[src/rtl/conv_encoder_serializer_if.sv]
// Byte-in / symbol-out bundle between the whitening stage, the encoder and the interleaver.
interface conv_encoder_serializer_if;
    logic [7:0] din;
    logic       indicator;
    logic [1:0] dout;
    logic       dout_valid;
    logic       next_indicator;

    modport master (output din, indicator, input dout, dout_valid, next_indicator);
    modport slave  (input din, indicator, output dout, dout_valid, next_indicator);
endinterface

[src/rtl/conv_encoder_serializer.sv]
// LSB-first serializer + rate-1/2 K=7 convolutional encoder (133/171), 6 zero tail bits per frame.
// Latency: 1 clk from bit sample to symbol; no backpressure, the source paces one byte per 8 clocks.
module conv_encoder_serializer #(
    parameter logic [6:0] G0 = 7'b1011011,
    parameter logic [6:0] G1 = 7'b1111001
) (
    input logic                      clk,
    input logic                      reset_n,
    conv_encoder_serializer_if.slave bus
);
    localparam logic [1:0] IDLE     = 2'd0;
    localparam logic [1:0] ENCODING = 2'd1;
    localparam logic [1:0] FLUSH    = 2'd2;

    logic [1:0] state;
    logic [2:0] bit_cnt;
    logic [2:0] tail_cnt;
    logic [7:0] byte_reg;
    logic [5:0] enc_state;
    logic       end_pending;

    logic       u;
    logic [6:0] w;
    logic       sym_a;
    logic       sym_b;

    always_comb begin
        u = 1'b0;
        if (state == ENCODING) begin
            u = (bit_cnt == 3'd0) ? bus.din[0] : byte_reg[bit_cnt];
        end
        // History is bit-reversed into the window so tap bit (6-i) lines up with u[n-i].
        w = {u, enc_state[0], enc_state[1], enc_state[2], enc_state[3], enc_state[4], enc_state[5]};
        sym_a = ^(w & G0);
        sym_b = ^(w & G1);
    end

    always_ff @(posedge clk or negedge reset_n) begin
        if (!reset_n) begin
            state              <= IDLE;
            bit_cnt            <= 3'd0;
            tail_cnt           <= 3'd0;
            byte_reg           <= 8'd0;
            enc_state          <= 6'd0;
            end_pending        <= 1'b0;
            bus.dout           <= 2'd0;
            bus.dout_valid     <= 1'b0;
            bus.next_indicator <= 1'b0;
        end else begin
            case (state)
                IDLE: begin
                    bus.dout           <= 2'd0;
                    bus.dout_valid     <= 1'b0;
                    bus.next_indicator <= 1'b0;
                    if (bus.indicator) begin
                        state       <= ENCODING;
                        bit_cnt     <= 3'd0;
                        enc_state   <= 6'd0;
                        end_pending <= 1'b0;
                    end
                end
                ENCODING: begin
                    if (bit_cnt == 3'd0) begin
                        byte_reg <= bus.din;
                    end
                    bit_cnt            <= bit_cnt + 3'd1;
                    enc_state          <= {enc_state[4:0], u};
                    bus.dout           <= {sym_a, sym_b};
                    bus.dout_valid     <= 1'b1;
                    bus.next_indicator <= 1'b0;
                    // The end pulse only takes effect on a byte boundary; partial bytes are never dropped.
                    if (bit_cnt == 3'd7) begin
                        if (end_pending || bus.indicator) begin
                            state       <= FLUSH;
                            tail_cnt    <= 3'd0;
                            end_pending <= 1'b0;
                        end
                    end else if (bus.indicator) begin
                        end_pending <= 1'b1;
                    end
                end
                FLUSH: begin
                    bus.dout       <= {sym_a, sym_b};
                    bus.dout_valid <= 1'b1;
                    if (tail_cnt == 3'd5) begin
                        state              <= IDLE;
                        tail_cnt           <= 3'd0;
                        enc_state          <= 6'd0;
                        bus.next_indicator <= 1'b1;
                    end else begin
                        tail_cnt           <= tail_cnt + 3'd1;
                        enc_state          <= {enc_state[4:0], u};
                        bus.next_indicator <= 1'b0;
                    end
                end
                default: begin
                    state <= IDLE;
                end
            endcase
        end
    end
endmodule
[src/flat_wrapper.sv]
// flat-port wrapper written by rule: the top's interface ports become plain ports
module conv_encoder_serializer_flat 
#(
    parameter logic [6:0] G0 = 7'b1011011,
    parameter logic [6:0] G1 = 7'b1111001
)
  (clk, reset_n, bus_din, bus_indicator, bus_dout, bus_dout_valid, bus_next_indicator);
  conv_encoder_serializer_if bus_i ();
  input logic clk;
  input logic reset_n;
  input wire logic [$bits(bus_i.din)-1:0] bus_din;
  input wire logic [$bits(bus_i.indicator)-1:0] bus_indicator;
  output wire logic [$bits(bus_i.dout)-1:0] bus_dout;
  output wire logic [$bits(bus_i.dout_valid)-1:0] bus_dout_valid;
  output wire logic [$bits(bus_i.next_indicator)-1:0] bus_next_indicator;
  assign bus_i.din = bus_din;
  assign bus_i.indicator = bus_indicator;
  assign bus_dout = bus_i.dout;
  assign bus_dout_valid = bus_i.dout_valid;
  assign bus_next_indicator = bus_i.next_indicator;
  conv_encoder_serializer #(.G0(G0), .G1(G1)) u_core (.clk(clk), .reset_n(reset_n), .bus(bus_i));
endmodule
[config.mk]
export PLATFORM = sky130hd
export DESIGN_NAME = conv_encoder_serializer_flat
export DESIGN_NICKNAME = d
export VERILOG_FILES = /design/src/rtl/conv_encoder_serializer_if.sv /design/src/rtl/conv_encoder_serializer.sv /design/src/flat_wrapper.sv
export SDC_FILE = /design/constraint.sdc
export NUM_CORES = 1
export LEC_CHECK = 0
export BUFFER_PORTS_ARGS = -buffer_cell sky130_fd_sc_hd__buf_2
export CAP_MARGIN = 10
export CORE_MARGIN = 8
export CORE_UTILIZATION = 50
export DETAILED_ROUTE_END_ITERATION = 10
export PLACE_DENSITY = 0.7
export SLEW_MARGIN = 20
export SYNTH_ARGS = -nofsm -noshare
export SYNTH_HDL_FRONTEND = slang
export SYNTH_SLANG_ARGS = --single-unit
export TNS_END_PERCENT = 30
[constraint.sdc]
create_clock -name clk -period 3.85 [get_ports clk]
set_input_delay 0.385 -clock clk [delete_from_list [all_inputs] [get_ports clk]]
set_output_delay 0.385 -clock clk [all_outputs]
set_load 0.02 [all_outputs]
# == Word-level counts from Yosys, hierarchy flattened ==
# Cells that the tools add are included.
# W data, S select, Z words.
# op_classes
addsub,2
magnitude_cmp,1
eq_ne,10
muxes,27
n_reduce_logical,18
# op_table
operator,count
$pmux W6 S3,1
$reduce_xor A7 Y1,2
$mux W3,4
$mux W6,2
$pmux W3 S2,2
$mux W1,8
$mux W2,4
$reduce_and A4 Y1,2
$reduce_bool A2 Y1,4
$add A3 B1 Y3 const B,2
$eq A3 B3 Y1 const B,2
$ne A2 B2 Y1 const B,3
$ne A3 B3 Y1 const B,2
$pmux W1 S2,3
$pmux W2 S3,1
$reduce_and A2 Y1,3
$lt A3 B4 Y1 const B,1
$pmux W2 S2,1
$reduce_or A2 Y1,2
$bmux W1 S3,1
$logic_not A3 Y1,1
$reduce_and A3 Y1,1
$reduce_bool A3 Y1,1
$eq A2 B1 Y1 const B,1
other kinds (4),4
# word_totals
ff_bits,27
inputBits,11
output_inout_bits,4
wordCells,67

# == Depth between registers and ports, before layout ==
# depth
depth_word,6
mapped_depth,7
mapped_depth_nobuf,7

# == Least setup slack after synthesis ==
# No wires, ideal clock.
# synth_timing
path_kind,register to register
startpoint,reg u_core.bit_cnt[0]
endpoint,reg u_core.bus.dout[0]
setup_ns,0.121
t_arrival_ns,1.608
required_ns,3.729
slack_ns,2.121
stages_incl_launch_ff,8
n_path_buf,1
period_less_slack_ns,1.729
cell_sequence,dfrtp_1 > buf_6 > inv_1 > ha_1 > or3_1 > a31oi_4 > xnor2_1 > a22o_1
# synth_between
elab_chain_len,6
elab_cells_between_ends,7
cone_classes,mux: 5; reduce/logical: 2
# synth_rtl
item,line_no,source
"start, declared",conv_encoder_serializer.sv:16,logic [2:0] bit_cnt;
"start signal, assigned",conv_encoder_serializer.sv:66,bit_cnt <= bit_cnt + 3'd1;
$bmux W1 S3,conv_encoder_serializer.sv:30,u = (bit_cnt == 3'd0) ? bus.din[0] : byte_reg[bit_cnt];
$mux W1 (not written as such),conv_encoder_serializer.sv:30,
$mux W1 (*),conv_encoder_serializer.sv:30,
$mux W1 (*),conv_encoder_serializer.sv:29,if (state == ENCODING) begin
$reduce_xor A7 Y1 (*),conv_encoder_serializer.sv:35,sym_b = ^(w & G1);
$pmux W2 S2 (*),conv_encoder_serializer.sv:50,case (state)
"end signal, assigned",conv_encoder_serializer.sv:68,"bus.dout <= {sym_a, sym_b};"
"end signal, assigned",conv_encoder_serializer.sv:83,"bus.dout <= {sym_a, sym_b};"
"end, declared",conv_encoder_serializer_if.sv:10,"modport slave (input din, indicator, output dout, dout_valid, next_indicator);"
# Every way passes the cells marked *; elsewhere a longest branch is shown, timed or not. The select of a mux whose other input is x is not followed.
# A chain may end at the register's enable or synchronous reset.

# == Worst setup path after layout ==
# Same ends and word-level chain as after synthesis.

==> impl_metrics.tcl <==
set metrics [dict create \
    hold_path_class "input port to asynchronous set/reset pin" \
    postLayoutCellArea_sq_um 1509 \
    worst_pin_slew_ns 0.5809 \
    num_rows 19 \
    fmax_mhz 533.3 \
    cts_buffer_depth 2 \
    cts_tree "built" \
    fin_crit_sh_pct 48.70 \
    ys_warn_count 0 \
    dieArea_sq_um 4727 \
    drt-initial-drc-count 73 \
    synth_cell_types 30 \
    place_congestion 0.7961 \
    fin_worst_skew_ns 0.003408 \
    initial_utilization_pct 51.34 \
    placed_cell_area_sq_um 1481 \
    synth_cells 119 \
    nets 154 \
    hold_buffers 0 \
    clock-root-buffer "clkbuf_4" \
    grt_remaining_overflow 0 \
    p_leak_nw 0.6986 \
    die_x_microns 68.75 \
    wl_per_cell_microns 14.36 \
    cp_max_fo 7 \
    hold_violations 0 \
    synth.most_common_cell "dfrtp_1" \
    setup_tns_ns 0 \
    cp-end-kind "flip-flop" \
    rrSetupSlack_ns 1.97 \
    route.antenna.remaining_nets 0 \
    relSlewSlack_pct 61.28 \
    synth_area_sq_um 1391 \
    cts_buffers 3 \
    drive_above_1_share_pct 25.37 \
    maxCapViolCount 0 \
    rsz0062_at_grt "no" \
    synthesis.nets 138 \
    synth.area.top_cells "dfrtp_1, mux2_2, ha_1" \
    drc 0 \
    slowest_delay_ns 0.51 \
    clk_latency_ns 0.31 \
    grt_pass1_vias 977 \
    place_hpwl_microns 1757 \
    largest_reg_flops 8 \
    synth_seq_cells 27 \
    cp_cell_sequence "inv_1, ha_1, or3_1, a31oi_4, xnor2_1, a22o_1" \
    regToRegEndpoint "u_core.bus.dout[0]$_DFFE_PN0P_" \
    critical_path_class "flip-flop to flip-flop" \
    path_clk_slew_ns 0.14 \
    antenna_found_initial 0 \
    p_total_w 0.001082 \
    grt_max_degree 28 \
    crit_path_end "u_core.bus.dout[0]$_DFFE_PN0P_" \
    critPathRequiredTime_ns 4.07 \
    synth_area_leader_cell "dfrtp_1" \
    startpoint_type "flip-flop" \
    ys_seq_area_share_pct 48.56 \
    ir_worst_vdd_mv 0.3957 \
    cts.sinks 27 \
    slew_violations 0 \
    post-route-min-period_ns 1.875 \
    ctsResizeCount 0 \
    n_antenna_cell 0 \
    core_sq_um 2710 \
    startpoint "u_core.bit_cnt[0]$_DFFE_PN0P_" \
    grt_usage_pct 11.74 \
    vias 930 \
    slowest_stage "dfrtp_1" \
    avgSynthCellArea_sq_um 11.69 \
    setup_violations 0 \
    yosys-top-cells-count "dfrtp_1, nand2_1, mux2_2" \
    p_per_area_nw_per_um2 717.2 \
    synth-async-reset-ratio_pct 100.0 \
    die_y_microns 68.75 \
    viasPerCell 5.636 \
    area_growth_pct 8.453 \
    synth-edff-count 0 \
    ioPinCount 15 \
    arrival_ns 2.09 \
    synth_top_area_share_pct 48.56 \
    grt_pass1_wl_microns 4326 \
    worstRegToRegCells 6 \
    ys.flop_type "dfrtp_1" \
    regToRegStartpoint "u_core.bit_cnt[0]$_DFFE_PN0P_" \
    cts_setup_buffers 0 \
    status "complete, no violations" \
    drt-pass1-iter-count 4 \
    htreeDepth 1 \
    wirelength_microns 2369 \
    port_buffers 14 \
]
-- cells by family (layout without fill, tap and decap cells) --
kind of cell               Yosys count  in the layout  synth area share (%)
and+or+nand+nor                     27             27                 11.06
buffers and inverters                8             23                 2.698
xor gates and xnor gates             6              6                 3.778
muxes                               12             12                 9.533
DFF                                 27             27                 48.56
AOI/OAI and AO/OA                   31             31                 17.18
adders and majority gates            8              8                 7.195
-- worst min path at each step --
| stage | slack, ns | depth (start not counted) | to |
|---|---|---|---|
| 3_5_place_dp | 0.42 | 1 | u_core.tail_cnt[2]$_DFFE_PN0P_ |
| 3_3_place_gp | 0.41 | 1 | u_core.tail_cnt[2]$_DFFE_PN0P_ |
| 5_1_grt | 0.09 | 1 | u_core.tail_cnt[1]$_DFFE_PN0P_ |
| 4_1_cts | 0.06 | 1 | u_core.tail_cnt[2]$_DFFE_PN0P_ |
| 6_report | 0.05 | 1 | u_core.tail_cnt[2]$_DFFE_PN0P_ |
| 2_1_floorplan | 0.09 | 0 | u_core.bit_cnt[0]$_DFFE_PN0P_ |
-- worst max-delay path, delay by kind of cell (launching register included) --
family / cells / cell delay (ns)
flops: 1 / 0.51
simple gates: 1 / 0.42
compound gates: 2 / 0.40
fa+ha+maj: 1 / 0.25
buf+inv: 1 / 0.11
xor+xnor: 1 / 0.09
-- metrics by stage --
stage                     cells  hold WS [ns]  util (%)  worst slack, ns
after detailed placement    161        0.4238     54.66            1.973
after CTS                   165       0.05733     55.68            1.960
after global routing        165       0.08692     55.68            1.807
after floorplan             119       0.08941         -            2.121
after global placement      161        0.4136     54.66            2.051
final                       165       0.04625     55.68            1.975
-- power by group --
part | internal (W) | leakage [nW] | total, W | switching (W)
Clock | 0.0000388 | 0.0177 | 0.000117 | 0.0000781
Combinational | 0.000239 | 0.332 | 0.000510 | 0.000271
Sequential | 0.000381 | 0.349 | 0.000455 | 0.0000745
Total | 0.000658 | 0.699 | 0.00108 | 0.000424
-- metal layers --
metal | global-route usage [%] | vias to the layer above | wire length (microns)
met4 | 3.008 | 0 | 8
met5 | 0 | - | 0
met1 | 13.19 | 455 | 1015
met2 | 22.07 | 16 | 1229
met3 | 2.262 | 2 | 116
li1 | - | 457 | -
-- cell type report --
class                           instances  area (sq um)
Fill cell                             257          1201
Clock buffer                            3         22.52
Timing Repair Buffer                   14         70.07
Sequential cell                        27         675.6
Clock inverter                          1         5.005
Tap cell                               31         38.79
Multi-Input combinational cell         84         678.2
Inverter                                5         18.77
-- cell usage in the layout (no fill, tap or decap), types with 3 or more instances in the layout --
master    instances
ha_1              8
a21oi_1           6
nand2_1          11
xor2_1            3
mux2_2           10
inv_1             5
o21ai_0           6
clkbuf_4          3
buf_2            14
dfrtp_1          27
a22o_1            9
nand2b_1          7
xnor2_1           3
(Power assumes the default switching activity.)
